$ cat config.mk
export PLATFORM = sky130hd
export DESIGN_NAME = keyed_seq_fsm
export DESIGN_NICKNAME = d
export VERILOG_FILES = /design/src/rtl/keyed_seq_pkg.sv /design/src/rtl/lock_err_counter.sv /design/src/rtl/keyed_seq_fsm.sv
export SDC_FILE = /design/constraint.sdc
export NUM_CORES = 1
export LEC_CHECK = 0
export ABC_AREA = 0
export CAP_MARGIN = 20
export CELL_PAD_IN_SITES_DETAIL_PLACEMENT = 0
export CELL_PAD_IN_SITES_GLOBAL_PLACEMENT = 2
export CORE_MARGIN = 5
export CORE_UTILIZATION = 26
export DETAILED_ROUTE_END_ITERATION = 8
export HOLD_SLACK_MARGIN = 0.08
export PLACE_DENSITY_LB_ADDON = 0.1
export SLEW_MARGIN = 20
export SYNTH_ARGS = -nofsm -noshare
export SYNTH_HDL_FRONTEND = slang
export SYNTH_SLANG_ARGS = --single-unit
$ cat constraint.sdc
create_clock -name clk -period 2.2 [get_ports clk]
set_clock_uncertainty 0.15 [all_clocks]
set_input_delay 0.22 -clock clk [delete_from_list [all_inputs] [get_ports clk]]
set_output_delay 0.22 -clock clk [all_outputs]
set_load 0.1 [all_outputs]
$ cat src/rtl/keyed_seq_pkg.sv
// Shared types and decode helpers for the key-locked sequencing FSM.
// SEQ_KEY_SCRAMBLE_EN rotates the output code right by one while in a shadow state.
package keyed_seq_pkg;

    localparam int unsigned IDX_MAX_W  = 8;
    localparam int unsigned CODE_MAX_W = 256;

`ifdef SEQ_KEY_SCRAMBLE_EN
    localparam bit SCRAMBLE_ROT = 1'b1;
`else
    localparam bit SCRAMBLE_ROT = 1'b0;
`endif

    typedef enum logic {
        PLANE_REAL   = 1'b0,
        PLANE_SHADOW = 1'b1
    } plane_e;

    typedef struct packed {
        plane_e                 dup;
        logic [IDX_MAX_W-1:0]   idx;
    } seq_state_t;

    function automatic logic [IDX_MAX_W-1:0] next_idx(
        input logic [IDX_MAX_W-1:0] idx,
        input logic                 dir,
        input int unsigned          num_states
    );
        logic [IDX_MAX_W-1:0] last;
        last = IDX_MAX_W'(num_states - 1);
        if (dir) begin
            next_idx = (idx == '0) ? last : idx - IDX_MAX_W'(1);
        end else begin
            next_idx = (idx == last) ? '0 : idx + IDX_MAX_W'(1);
        end
    endfunction

    // One-hot code of idx; shadow states shift the hot bit down one place when scrambling.
    function automatic logic [CODE_MAX_W-1:0] out_code(
        input logic [IDX_MAX_W-1:0] idx,
        input logic                 dup,
        input int unsigned          out_w
    );
        logic [IDX_MAX_W-1:0] pos;
        pos = idx;
        if (dup && SCRAMBLE_ROT) begin
            pos = (idx == '0) ? IDX_MAX_W'(out_w - 1) : idx - IDX_MAX_W'(1);
        end
        out_code = CODE_MAX_W'(1) << pos;
    endfunction

endpackage

$ cat src/rtl/lock_err_counter.sv
// Saturating shadow-dwell counter with threshold flag for keyed_seq_fsm.
module lock_err_counter #(
    parameter int unsigned CNT_W  = 4,
    parameter int unsigned THRESH = 5
) (
    input  logic             clk,
    input  logic             rst,
    input  logic             inc,
    output logic [CNT_W-1:0] cnt,
    output logic             hit
);

    localparam logic [CNT_W-1:0] THR = CNT_W'(THRESH);

    function automatic logic [CNT_W-1:0] sat_inc(input logic [CNT_W-1:0] v);
        return (v == THR) ? v : v + CNT_W'(1);
    endfunction

    always_ff @(posedge clk) begin
        if (rst) begin
            cnt <= '0;
        end else if (inc) begin
            cnt <= sat_inc(cnt);
        end
    end

    assign hit = (cnt == THR);

endmodule

$ cat src/rtl/keyed_seq_fsm.sv
// Key-locked ring sequencer with shadow states, dwell counter and sticky trap lock.
// Optional SEQ_KEY_SCRAMBLE_EN: shadow states output the code rotated right by one.
import keyed_seq_pkg::*;

module keyed_seq_fsm #(
    parameter int unsigned      NUM_STATES  = 8,
    parameter int unsigned      OUT_W       = 8,
    parameter int unsigned      KEY_W       = 4,
    parameter logic [KEY_W-1:0] KEY_VALUE   = 4'b1010,
    parameter int unsigned      LOCK_THRESH = 5,
    parameter int unsigned      CNT_W       = 4,
    parameter int unsigned      TRAP_IDX    = 5,
    localparam int unsigned     IDX_W       = (NUM_STATES > 1) ? $clog2(NUM_STATES) : 1
) (
    input  logic             clk,
    input  logic             rst,
    input  logic             adv,
    input  logic             dir,
    input  logic [KEY_W-1:0] key,
    output logic [OUT_W-1:0] y,
    output logic [IDX_W-1:0] idx_o,
    output logic             dup_o,
    output logic             locked_o
);

    seq_state_t       state_q;
    seq_state_t       state_d;
    logic             guarded;
    logic             key_ok;
    logic             locked;
    logic [CNT_W-1:0] err_cnt;

    always_ff @(posedge clk) begin
        if (rst) begin
            state_q <= '{dup: PLANE_REAL, idx: '0};
        end else begin
            state_q <= state_d;
        end
    end

    always_comb begin
        state_d = state_q;
        guarded = 1'b0;
        key_ok  = 1'b1;
        for (int k = 0; k < KEY_W; k++) begin
            if (state_q.idx == IDX_MAX_W'(k)) begin
                guarded = 1'b1;
                key_ok  = (key[k] == KEY_VALUE[k]);
            end
        end
        // Trap uses the pre-edge lock flag, so the locking edge still moves normally.
        if (adv) begin
            if (locked) begin
                state_d.idx = IDX_MAX_W'(TRAP_IDX);
                state_d.dup = PLANE_SHADOW;
            end else begin
                state_d.idx = next_idx(state_q.idx, dir, NUM_STATES);
                if (guarded) begin
                    state_d.dup = key_ok ? PLANE_REAL : PLANE_SHADOW;
                end
            end
        end
    end

    lock_err_counter #(
        .CNT_W  (CNT_W),
        .THRESH (LOCK_THRESH)
    ) u_err_cnt (
        .clk (clk),
        .rst (rst),
        .inc (state_q.dup == PLANE_SHADOW),
        .cnt (err_cnt),
        .hit (locked)
    );

    assign y        = OUT_W'(out_code(state_q.idx, state_q.dup == PLANE_SHADOW, OUT_W));
    assign idx_o    = state_q.idx[IDX_W-1:0];
    assign dup_o    = (state_q.dup == PLANE_SHADOW);
    assign locked_o = locked;

endmodule

==> results.txt <==
* Critical path buffers and inverters: 2
* Clock insertion delay at the later pin of the skew report: approximately 250 ps
- Async set-reset flop share out of synthesis: 0%
* Count of port buffers added during placement: 20
- Commonest register cell after synthesis: sky130_fd_sc_hd__dfxtp_1
* Number of buffers between clock root and the deepest sink: 2
- Residual overflow from global routing: 0
* Largest stage delay on the critical path: 390 ps
- Power per cell area: around 900 nW/um2
- Cell-by-cell trace of the critical path: buf_4 -> nor2_1 -> nand2_1 -> or3_1 -> nor2_4 -> buf_12
- The hold violation total from the final report is 0.
- Net Count, Synth: roughly 160
* Endpoint type of the worst setup path: primary output
* Most common cell after layout, fill and taps aside: sky130_fd_sc_hd__buf_4
- After synthesis the cells add up to ~1100 um2.
- Clock Root Buffer: sky130_fd_sc_hd__clkbuf_8
- The core region is between 3000 and 4000 um2.
- Synth Area per Inst: about 7.4 um2
* Row cnt: 23
- The clock net in this run drives a total of 13 sinks.
- Of the cells placed in the final design, the portion with a size suffix greater than 1 is 26.95%.
* Number of enable-type register cells in the synthesized netlist: 0
* Die Footprint: 5453 um2
- Clk pin slew, worst setup/hold paths: ~70 ps
- Total GRT Usage: a little over an eighth
- The number of cells on the worst reg-to-reg path is 7.
* Hold Path Class: register to register
* Number of remaining DRC errors: 0
* Total clock buffers created by CTS: 3
* Worst ir drop on vdd: around 0.42 mV
- From synthesis to final layout, the design area changed by 43.80%.
- At the end of routability-driven placement, the weighted congestion stood at about 0.80.
* Boundary Pins: 21
- Number of H-tree levels: 1
* Signal arrival time at the worst endpoint: between 1500 and 2000 ps
- R2R Setup Slk: 160 ps
- Hold buffer count at cts: 0
* # Post-CTS Setup Buffers: 0
* Number of logic stages on the critical path including buffering: 6
* Leading cell types by total area after synthesis: sky130_fd_sc_hd__dfxtp_1 (25%), sky130_fd_sc_hd__ha_1 (8.3%), sky130_fd_sc_hd__nor2_1 (6.0%)
- Syn. warnings: 0
* Final count of pins violating max slew: 0
* Share of the clock period used by the worst path: between 90% and 100%
- Final setup violation count: 0
- The worst hold path passes through 2 cells.
- The pre-antenna-repair detailed-routing pass consisted of 4 iterations.
- Via count of the first global-routing pass: around 1100
* Global route hottest layer: met2
- Dividing the detail-routed wire length by the instance count gives about 15 um.
- Synthesis handed over a netlist of 143 instances.
- Final standard cell count with taps included and fillers excluded: approximately 220
- The tool flagged a number of max-cap violations equal to 0.
- The smallest clock period supported by the final layout is computed as 2083 ps.
* Critical Path Slowest Stage Cell: sky130_fd_sc_hd__or3_1
- For this block, the initial DRC count from the detailed router was 57.
- In this run the tightest slew margin relative to its limit is around three quarters.
* Wire length of the first global-routing pass: 5520 um
- Library cells used by synthesis: 41
- Cell taking the most area after synthesis: sky130_fd_sc_hd__dfxtp_1
- Via Count: 1106
* Category of the most critical setup path: register to primary output
- The run finished with clean final reports.
- Required time of the worst setup path: between 1500 and 2000 ps
- The detail route stage leaves a number of antenna-violating nets equal to 0.
- Avg Vias per Cell: ~5
* Element type at the critical path start: register
* Leakage: between 0.5 and 0.6 nW
- In the global route stage, met2 resource usage came out at 21.16%.
- Worst Hold Margin: between 300 and 400 ps
* Largest net degree at the start of global routing: 13
- Largest driver fanout on the critical path: 10
* Cell class contributing the biggest share of worst-path delay: simple AND/OR/NAND/NOR gates
- The initial antenna violation count is 0.
- Tightest Pin Transition: between 300 and 400 ps
- TritonCTS clock tree: yes
* Met3 track demand over resource: about 2.3%
- Counting flops and latches in the post-synthesis netlist gives 13.
- Total negative setup slack: 0 ps
* Unrepaired setup endpoints after global routing: no
- The top cell types in the final layout, fill and taps aside, are sky130_fd_sc_hd__buf_4 (15), sky130_fd_sc_hd__nand2_1 (14), sky130_fd_sc_hd__nor2_1 (13), sky130_fd_sc_hd__dfxtp_1 (13), sky130_fd_sc_hd__buf_12 (10).
- The number of placed instances, taps included, is approximately 210.
- Resized Gates After CTS: 0
- Peak clock frequency supported by timing: a little under 0.5 GHz
* DIE HEIGHT: ~74 um
* Final wirelength: 3255 um
* Starting density of the core: 26.69%
- Measured along the x axis, the die boundary spans ~74 um.
- Sequential fraction of the synthesis area: between 20% and 30%
- For this run, global-route usage on met1 was measured as roughly 18%.
- The repair_antennas step left the layout with diodes totalling 0.
* HPWL after DPL: around 2500 um
* Post-synth top area share: between 20 and 25%
- The final layout contains 183 nets.
-- worst paths after layout --
check | start | endpoint
setup reg to reg | idx_o[1]$_SDFFE_PP0P_ | state_q[5]$_SDFFE_PP0P_
hold / removal | u_err_cnt.cnt[3]$_SDFFE_PP0P_ | u_err_cnt.cnt[3]$_SDFFE_PP0P_
hold reg to reg | u_err_cnt.cnt[3]$_SDFFE_PP0P_ | u_err_cnt.cnt[3]$_SDFFE_PP0P_
setup / recovery | idx_o[1]$_SDFFE_PP0P_ | y[0]
-- flip-flops by register name, indices dropped and copies added (netlist names) --
name / count
idx_o: 3
state_q: 5
dup_o: 1
u_err_cnt.cnt: 4
-- cells by family after synthesis --
group	after synthesis	synth area share [%]
simple gates	68	33.65
compound gates	35	23.02
buf+inv	17	8.028
flops	13	24.56
fa+ha+maj	7	8.264
xor+xnor	3	2.480
-- synthesized netlist by cell type, drive strengths merged (2+ instances only) --
library cell  count
a211oi            2
a21o              2
a21oi             9
a221oi            3
a311oi            2
a31oi             7
buf               6
clkbuf            6
dfxtp            13
ha                7
inv               5
nand2            14
nand2b            3
nand3             8
nand4             2
nor2             19
nor2b             2
nor3              9
nor3b             3
o21ai             5
or3               3
xor2              3
-- routing by layer --
layer / vias up / share of wire (%)
met5: - / 0
met4: 0 / 0.80
met3: 4 / 2.4
met2: 15 / 46
met1: 526 / 50
li1: 561 / -
-- through the flow --
step | power (mW) | util [%] | instance area [um2] | setup slack [ps]
detailed placement | 1.129 | 36.74 | 1459 | 156.2
finish | 1.365 | 38.37 | 1524 | 117.1
floorplan | 0.9045 | - | 1080 | -345.2
CTS | 1.362 | 37.90 | 1505 | 4.951
global route | 1.438 | 38.37 | 1524 | 20.56
global placement | 1.127 | 36.74 | 1459 | 182.3
-- cell type report --
cell class	instances	area (um2)
Clock buffer	3	41.29
Clock inverter	1	5.005
Fill cell	411	2447
Inverter	5	18.77
Multi-Input combinational cell	113	753.2
Sequential cell	13	260.3
Tap cell	50	62.56
Timing Repair Buffer	32	382.9
-- worst min-delay path, stage by stage (launching register included) --
cell and delay [ps]:
sky130_fd_sc_hd__dfxtp_1 320, sky130_fd_sc_hd__nand2_1 50, sky130_fd_sc_hd__a21oi_1 50
-- where the power goes --
part | internal (mW) | switching, mW | leakage, nW
registers | 0.278 | 0.0773 | 0.106
logic | 0.283 | 0.497 | 0.459
clock network | 0.125 | 0.104 | 0.0255
Power figures use the tool's default switching activity.
